`config.mk`:
```
export PLATFORM = sky130hd
export DESIGN_NAME = ps2_key_framer
export DESIGN_NICKNAME = d
export VERILOG_FILES = /design/src/rtl/ps2_key_framer.sv
export SDC_FILE = /design/constraint.sdc
export NUM_CORES = 1
export LEC_CHECK = 0
export ABC_AREA = 1
export CORE_ASPECT_RATIO = 1.1
export CORE_MARGIN = 3
export CORE_UTILIZATION = 30
export DETAILED_ROUTE_END_ITERATION = 16
export PLACE_DENSITY = 0.47
export SKIP_LAST_GASP = 1
export SLEW_MARGIN = 15
export SYNTH_ARGS = -nofsm -noshare
export SYNTH_HDL_FRONTEND = slang
export SYNTH_SLANG_ARGS = --single-unit
```
`constraint.sdc`:
```
create_clock -name clk_sys -period 1.9 [get_ports clk_sys]
set_input_delay 0.19 -clock clk_sys [delete_from_list [all_inputs] [get_ports clk_sys]]
set_output_delay 0.19 -clock clk_sys [all_outputs]
set_load 0.02 [all_outputs]
```
`src/rtl/ps2_key_framer.sv`:
```
// ps2_key_framer
// PS/2 keyboard receiver for the clk_sys domain.
// - Synchronises the raw PS/2 clock and data lines.
// - Filters the clock and uses each falling edge of the filtered clock as a bit strobe.
// - Deserialises 11-bit frames and assembles the bytes of multi-byte key sequences
//   (E0/F0 prefixes, Print Screen, Pause) into a single 65-bit event word.
//
// Optional feature macro: PS2_PARITY_CHECK_EN
//   defined   : a bad odd-parity bit drops the frame and pulses err.
//   undefined : the parity bit is clocked past and ignored.
module ps2_key_framer #(
    parameter int FILT_LEN    = 8,
    parameter int TIMEOUT_CYC = 20000
) (
    input  logic        clk_sys,
    input  logic        reset_n,
    input  logic        ps2_clk_in,
    input  logic        ps2_dat_in,
    output logic [64:0] ps2_key,
    output logic        err,
    output logic        busy
);

    localparam int FW = $clog2(FILT_LEN + 1);
    localparam int TW = $clog2(TIMEOUT_CYC + 1);
    localparam logic [FW-1:0] FILT_LAST = FW'(FILT_LEN - 1);
    localparam logic [TW-1:0] TO_LIMIT  = TW'(TIMEOUT_CYC);
    localparam logic [FW-1:0] FILT_ONE  = FW'(1);
    localparam logic [TW-1:0] TO_ONE    = TW'(1);

    typedef enum logic [2:0] {
        ST_IDLE   = 3'd0,
        ST_START  = 3'd1,
        ST_DATA   = 3'd2,
        ST_PARITY = 3'd3,
        ST_STOP   = 3'd4
    } frame_state_t;

    // Odd parity holds when data plus parity bit carry an odd number of ones.
    function automatic logic odd_parity_ok(input logic [7:0] data, input logic par);
        return ^{data, par};
    endfunction

    // Synchroniser, filter and edge detect
    logic          clk_meta_r, clk_sync_r;
    logic          dat_meta_r, dat_sync_r;
    logic [FW-1:0] filt_cnt_r;
    logic          filt_r, filt_d_r;
    logic          strobe_s;

    // Frame deserialiser
    frame_state_t  state_r, state_nx_s;
    logic [2:0]    bit_cnt_r, bit_cnt_nx_s;
    logic [7:0]    shift_r, shift_nx_s;
    logic          byte_ok_s, frame_err_s;

    // Sequence assembly
    logic [63:0]   acc_r, acc_nx_s, acc_shift_s;
    logic          seq_r, seq_nx_s;
    logic          pause_r, pause_nx_s;
    logic [2:0]    pcnt_r, pcnt_nx_s;
    logic          hold_s;

    // Outputs and timeout
    logic [64:0]   ps2_key_r, key_nx_s;
    logic          err_r, err_nx_s;
    logic          busy_r, busy_nx_s;
    logic [TW-1:0] to_cnt_r, to_cnt_nx_s;
    logic          timeout_s;

    // Two-flop synchronisers for the asynchronous PS/2 lines (idle level is high).
    always_ff @(posedge clk_sys or negedge reset_n) begin
        if (!reset_n) begin
            clk_meta_r <= 1'b1;
            clk_sync_r <= 1'b1;
            dat_meta_r <= 1'b1;
            dat_sync_r <= 1'b1;
        end else begin
            clk_meta_r <= ps2_clk_in;
            clk_sync_r <= clk_meta_r;
            dat_meta_r <= ps2_dat_in;
            dat_sync_r <= dat_meta_r;
        end
    end

    // Clock filter: the filtered level follows only after FILT_LEN consecutive differing samples.
    always_ff @(posedge clk_sys or negedge reset_n) begin
        if (!reset_n) begin
            filt_cnt_r <= {FW{1'b0}};
            filt_r     <= 1'b1;
            filt_d_r   <= 1'b1;
        end else begin
            filt_d_r <= filt_r;
            if (clk_sync_r == filt_r) begin
                filt_cnt_r <= {FW{1'b0}};
            end else if (filt_cnt_r == FILT_LAST) begin
                filt_r     <= clk_sync_r;
                filt_cnt_r <= {FW{1'b0}};
            end else begin
                filt_cnt_r <= filt_cnt_r + FILT_ONE;
            end
        end
    end

    assign strobe_s  = filt_d_r & ~filt_r;
    assign timeout_s = busy_r && (to_cnt_r == TO_LIMIT);

    // Frame FSM next state: shifts data LSB first and flags a good byte or a framing error.
    always_comb begin
        state_nx_s   = state_r;
        bit_cnt_nx_s = bit_cnt_r;
        shift_nx_s   = shift_r;
        byte_ok_s    = 1'b0;
        frame_err_s  = 1'b0;
        if (timeout_s) begin
            state_nx_s   = ST_IDLE;
            bit_cnt_nx_s = 3'd0;
        end else if (strobe_s) begin
            case (state_r)
                ST_IDLE: begin
                    if (!dat_sync_r) begin
                        state_nx_s   = ST_DATA;
                        bit_cnt_nx_s = 3'd0;
                    end else begin
                        state_nx_s = ST_IDLE;
                    end
                end
                ST_DATA: begin
                    shift_nx_s   = {dat_sync_r, shift_r[7:1]};
                    bit_cnt_nx_s = bit_cnt_r + 3'd1;
                    if (bit_cnt_r == 3'd7) begin
                        state_nx_s = ST_PARITY;
                    end else begin
                        state_nx_s = ST_DATA;
                    end
                end
                ST_PARITY: begin
`ifdef PS2_PARITY_CHECK_EN
                    if (!odd_parity_ok(shift_r, dat_sync_r)) begin
                        frame_err_s = 1'b1;
                        state_nx_s  = ST_IDLE;
                    end else begin
                        state_nx_s = ST_STOP;
                    end
`else
                    state_nx_s = ST_STOP;
`endif
                end
                ST_STOP: begin
                    state_nx_s = ST_IDLE;
                    if (!dat_sync_r) begin
                        frame_err_s = 1'b1;
                    end else begin
                        byte_ok_s = 1'b1;
                    end
                end
                default: begin
                    state_nx_s = ST_IDLE;
                end
            endcase
        end else begin
            state_nx_s = state_r;
        end
    end

    // Sequence assembly: decides whether a good byte extends the sequence or completes an event.
    always_comb begin
        acc_nx_s    = acc_r;
        seq_nx_s    = seq_r;
        pause_nx_s  = pause_r;
        pcnt_nx_s   = pcnt_r;
        key_nx_s    = ps2_key_r;
        err_nx_s    = 1'b0;
        acc_shift_s = {acc_r[55:0], shift_r};
        hold_s      = (shift_r == 8'hE0) || (shift_r == 8'hF0) ||
                      (acc_shift_s[15:0] == 16'hE012) ||
                      (acc_shift_s[23:0] == 24'hE0F07C);
        if (timeout_s || frame_err_s) begin
            acc_nx_s   = 64'h0;
            seq_nx_s   = 1'b0;
            pause_nx_s = 1'b0;
            pcnt_nx_s  = 3'd0;
            err_nx_s   = 1'b1;
        end else if (byte_ok_s) begin
            if (pause_r) begin
                if (pcnt_r == 3'd7) begin
                    key_nx_s   = {~ps2_key_r[64], acc_shift_s};
                    acc_nx_s   = 64'h0;
                    seq_nx_s   = 1'b0;
                    pause_nx_s = 1'b0;
                    pcnt_nx_s  = 3'd0;
                end else begin
                    acc_nx_s  = acc_shift_s;
                    pcnt_nx_s = pcnt_r + 3'd1;
                end
            end else if (shift_r == 8'hE1) begin
                acc_nx_s   = acc_shift_s;
                seq_nx_s   = 1'b1;
                pause_nx_s = 1'b1;
                pcnt_nx_s  = 3'd1;
            end else if (hold_s) begin
                acc_nx_s = acc_shift_s;
                seq_nx_s = 1'b1;
            end else begin
                key_nx_s   = {~ps2_key_r[64], acc_shift_s};
                acc_nx_s   = 64'h0;
                seq_nx_s   = 1'b0;
                pause_nx_s = 1'b0;
                pcnt_nx_s  = 3'd0;
            end
        end else begin
            acc_nx_s = acc_r;
        end
    end

    // Timeout counter: cleared by any strobe, counts only while a frame or sequence is open.
    always_comb begin
        to_cnt_nx_s = to_cnt_r;
        if (!busy_r || strobe_s || timeout_s) begin
            to_cnt_nx_s = {TW{1'b0}};
        end else if (to_cnt_r != TO_LIMIT) begin
            to_cnt_nx_s = to_cnt_r + TO_ONE;
        end else begin
            to_cnt_nx_s = to_cnt_r;
        end
    end

    assign busy_nx_s = (state_nx_s != ST_IDLE) || seq_nx_s;

    // State, accumulator and registered outputs.
    always_ff @(posedge clk_sys or negedge reset_n) begin
        if (!reset_n) begin
            state_r   <= ST_IDLE;
            bit_cnt_r <= 3'd0;
            shift_r   <= 8'h00;
            acc_r     <= 64'h0;
            seq_r     <= 1'b0;
            pause_r   <= 1'b0;
            pcnt_r    <= 3'd0;
            ps2_key_r <= 65'h0;
            err_r     <= 1'b0;
            busy_r    <= 1'b0;
            to_cnt_r  <= {TW{1'b0}};
        end else begin
            state_r   <= state_nx_s;
            bit_cnt_r <= bit_cnt_nx_s;
            shift_r   <= shift_nx_s;
            acc_r     <= acc_nx_s;
            seq_r     <= seq_nx_s;
            pause_r   <= pause_nx_s;
            pcnt_r    <= pcnt_nx_s;
            ps2_key_r <= key_nx_s;
            err_r     <= err_nx_s;
            busy_r    <= busy_nx_s;
            to_cnt_r  <= to_cnt_nx_s;
        end
    end

    assign ps2_key = ps2_key_r;
    assign err     = err_r;
    assign busy    = busy_r;

endmodule

```
==> results.md <==
- The floorplan step defined a core boundary enclosing 23700 µm².
- The number of buffers and inverters on the critical path is 1.
- The source-to-sink clock delay at the later pin of the worst-skew pair is 430 ps.
- The mapped netlist covers 7246 µm².
- The ratio of routed vias to standard cells is 4.560.
- The worst setup path startpoint is shift_r[0].
- The worst register-to-register path begins at shift_r[0].
- Counting the fill cells in the layout gives 2421.
- In this run the static leakage power is 4.314 nW.
- The final hold violation count was 0.
- The clock sink count is 167.
- The routed design has 18140 µm of wire.
- The beginning of the worst hold path is ps2_dat_in.
- The total count of max-transition violations in the final report is 0.
- Measured against its own limit, the worst slew margin works out to 69.63%.
- The number of flops mapped to enable cells by yosys is 0.
- For this run, the top clock speed supported by timing is 577.2 MHz.
- The number of instances in the synthesized netlist is 832.
- The die outline width is 154.2 µm.
- The fraction of synthesis flops using an asynchronous set or reset pin is 100.0%.
- The initialized floorplan defines 59 standard-cell rows.
- Yosys printed 0 warnings.
- The maximum root-to-sink buffer count is 2.
- The remaining number of nets flagged by the antenna check after routing is 0.
- The library cell used most frequently in the layout, excluding fill and tap cells, is sky130_fd_sc_hd__nand2_1.
- The cell occurring most often along the worst timing path is sky130_fd_sc_hd__nand2_1.
- The kind of start point of the critical path is a register.
- Clock tree synthesis inserted a total of 17 buffers.
- Setup total negative slack on the finished layout was measured at 0 ps.
- For this run, the detailed router's first-pass iteration total came to 4.
- The first global-routing pass estimated 29960 µm of wire.
- The number of design rule violations left after detail routing is 0.
- The number of placed instances, taps included, is 1201.
- Of the available clock period, the critical path in the final layout requires 91.18%.
- Setup repair after global routing left no endpoint under its margin.
- The routed wirelength normalized by instance count is 14.67 µm.
- The detailed-placement wirelength estimate is 11760 µm.
- The H-tree was split into 4 levels.
- The transition time at the pin with the least slew margin is 455.5 ps.
- The vertical extent of the die is 169.0 µm.
- For this configuration, the core starts out at a cell density of 30.58%.
- The CTS clock-pin slew for the worst setup and hold paths is 60 ps.
- Counting distinct cell types in the post-synthesis netlist gives 36.
- The largest fanout of any net on the critical path is 20.
- The initial antenna violation count is 0.
- Clock tree synthesis selected as its root buffer the cell sky130_fd_sc_hd__clkbuf_16.
- The floorplan step defined a die boundary enclosing 26050 µm².
- Max-cap violations in this run came to 0.
- The most used flip-flop cell after synthesis is sky130_fd_sc_hd__dfrtp_1.
- The total inserted antenna cells is 0.
- The per-instance average area after synthesis is 8.709 µm².
- The largest individual stage delay along the critical path comes from the cell sky130_fd_sc_hd__dfrtp_2.
- The run finished with clean final reports.
- The number of flip-flops and latches in the synthesized netlist is 167.
- The total number of vias is 5636.
- The CTS tree is yes.
- After the flow finishes, the layout carries non-filler instances totaling 1236.
- For this run, the register share of the synthesized area comes to 57.78%.
- On the final layout, the worst clock skew is 9.206 ps.
- The overall fraction of global-route tracks in use is 14.11%.
- The kind of path behind the tightest hold check is in2reg.
- The area added between synthesis and finish is 26.77%.
- The final weighted congestion in routability-driven placement is 0.7869.
- Entering global routing, the biggest net connects 53 pins.
- The data arrival time of the worst path is 2090 ps.
- The worst setup path is captured at a register.
- The worst path in the final design needs a cycle of 1733 ps, including I/O delays and setup.
- Hold timing on the final database bottoms out at a slack of 166.2 ps.
- The post-synthesis net count is 843.
- After the last flow step, the layout net total stands at 929.
- 71 I/O pins were placed.
- The via count of the first global-routing pass is 5595.
- Walking the worst path, the cells encountered are nor2_1 -> nand2_1 -> nor2_1 -> nand3_1 -> nand3_1 -> nand2_1 -> nand3_4 -> buf_12 -> nand2_1 -> nand2_1.
- Broken down by cell family, the worst path's largest delay share belongs to simple AND/OR/NAND/NOR gates.
- The classification of the worst setup path is reg2reg.
- The number of buffers inserted by port buffering is 70.
- The highest cell delay on the worst timing path is 470 ps.
- The post-CTS setup repair buffer count is 0.
- The setup violation total in the final timing report is 0.
- The total global routing overflow is 0.
- The power density over the cells is 955.8 nW/µm².
- In the final layout, the share of cells above drive strength 1 is 10.53%.
- Across the VDD grid, the largest voltage drop is 0.0006536 V.
- Data on the critical path is required at its endpoint by 2260 ps.
- In this run, the number of DRC markers left after iteration 0 of detailed routing was 441.
- The library cells used most frequently in the layout, excluding fill and tap cells, are sky130_fd_sc_hd__nand2_1 (295), sky130_fd_sc_hd__dfrtp_1 (160), sky130_fd_sc_hd__nand3_1 (94).
==> layout make-up <==
cell class | count | area (µm²) | share of cell area [%]
timing repair buffer | 108 | 1187 | 12.93
multi-input combinational | 575 | 2643 | 28.77
clock inverter | 10 | 115.1 | 1.253
clock buffer | 22 | 484.2 | 5.272
inverter | 49 | 186.4 | 2.030
tap | 305 | 381.6 | 4.155
sequential | 167 | 4188 | 45.59
==> through the flow <==
step / utilization, % / worst slack (ps) / power, mW / area (µm²)
final: 38.76 / 167.5 / 8.779 / 9185
after global routing: 38.76 / 2.787 / 9.251 / 9185
after CTS: 38.40 / 82.28 / 8.849 / 9099
after detailed placement: 35.83 / 104.0 / 5.277 / 8489
after global placement: 35.83 / 109.0 / 5.272 / 8489
after floorplan: - / 279.1 / 4.754 / 7246
==> kinds of logic after synthesis <==
| family | synth area share, % |
|---|---|
| AND/OR/NAND/NOR | 28.06 |
| flip-flops | 57.78 |
| buffers and inverters | 6.199 |
| AO/OA/AOI/OAI | 5.871 |
| adder cells (fa/ha/maj) | 1.209 |
| XOR/XNOR | 0.7253 |
| multiplexers | 0.1554 |
==> where the power goes <==
group,switching [mW],internal (mW),total [mW]
clock network,1.45,2.08,3.53
logic,0.812,0.491,1.30
registers,0.189,3.76,3.95
==> worst register-to-register path: stages, from the launching register on <==
cell and delay [ps]:
sky130_fd_sc_hd__dfrtp_2 470, sky130_fd_sc_hd__nor2_1 160, sky130_fd_sc_hd__nand2_1 70, sky130_fd_sc_hd__nor2_1 120, sky130_fd_sc_hd__nand3_1 130, sky130_fd_sc_hd__nand3_1 140, sky130_fd_sc_hd__nand2_1 110, sky130_fd_sc_hd__nand3_4 140
sky130_fd_sc_hd__buf_12 190, sky130_fd_sc_hd__nand2_1 90, sky130_fd_sc_hd__nand2_1 70
==> registers in the layout (all words and copies together) (netlist names), 3 cells and up <==
signal and count:
acc_r 56, bit_cnt_r 3, filt_cnt_r 4, pcnt_r 3
ps2_key 65, shift_r 8, state_r 3, to_cnt_r 15
==> synth_stat cells (3+ instances only) <==
cell	instances	area share (%)
sky130_fd_sc_hd__nand3_1	94	6.5
sky130_fd_sc_hd__buf_6	8	1.2
sky130_fd_sc_hd__nand3_2	3	0.41
sky130_fd_sc_hd__clkbuf_2	4	0.28
sky130_fd_sc_hd__nor3_1	9	0.62
sky130_fd_sc_hd__buf_2	22	1.5
sky130_fd_sc_hd__o21ai_0	23	1.6
sky130_fd_sc_hd__nor2_1	50	2.6
sky130_fd_sc_hd__buf_4	5	0.52
sky130_fd_sc_hd__xor2_1	4	0.48
sky130_fd_sc_hd__dfrtp_1	161	56
sky130_fd_sc_hd__inv_1	45	2.3
sky130_fd_sc_hd__nand2_2	5	0.43
sky130_fd_sc_hd__o21ai_1	44	3.0
sky130_fd_sc_hd__inv_2	4	0.21
sky130_fd_sc_hd__ha_1	7	1.2
sky130_fd_sc_hd__nand4_1	10	0.86
sky130_fd_sc_hd__nand2_1	297	15
sky130_fd_sc_hd__a21oi_1	9	0.62
sky130_fd_sc_hd__dfstp_2	6	2.2
==> per-layer routing <==
metal	global-route usage [%]	vias to the layer above	share of wire, %
met4	3.571	0	1.0
met2	21.96	72	46
met3	3.043	17	3.1
li1	-	2855	-
met5	0	-	0
met1	20.12	2692	50
==> repair_timing <==
action,CTS,global route
gates resized for setup,0,9
hold buffers,1,0
hold endpoints to repair,37,0
endpoints found under the setup margin,0,106
==> final timing paths <==
check / slack (ps) / cells after the start / end
min in group asynchronous: 250 / 2 / ps2_key[48]
min reg2reg: 350 / 0 / dat_sync_r
min: 170 / 1 / dat_meta_r
max: 170 / 10 / busy
max reg2reg: 170 / 10 / busy
max in group asynchronous: 1010 / 3 / filt_r
(Power assumes the default switching activity.)
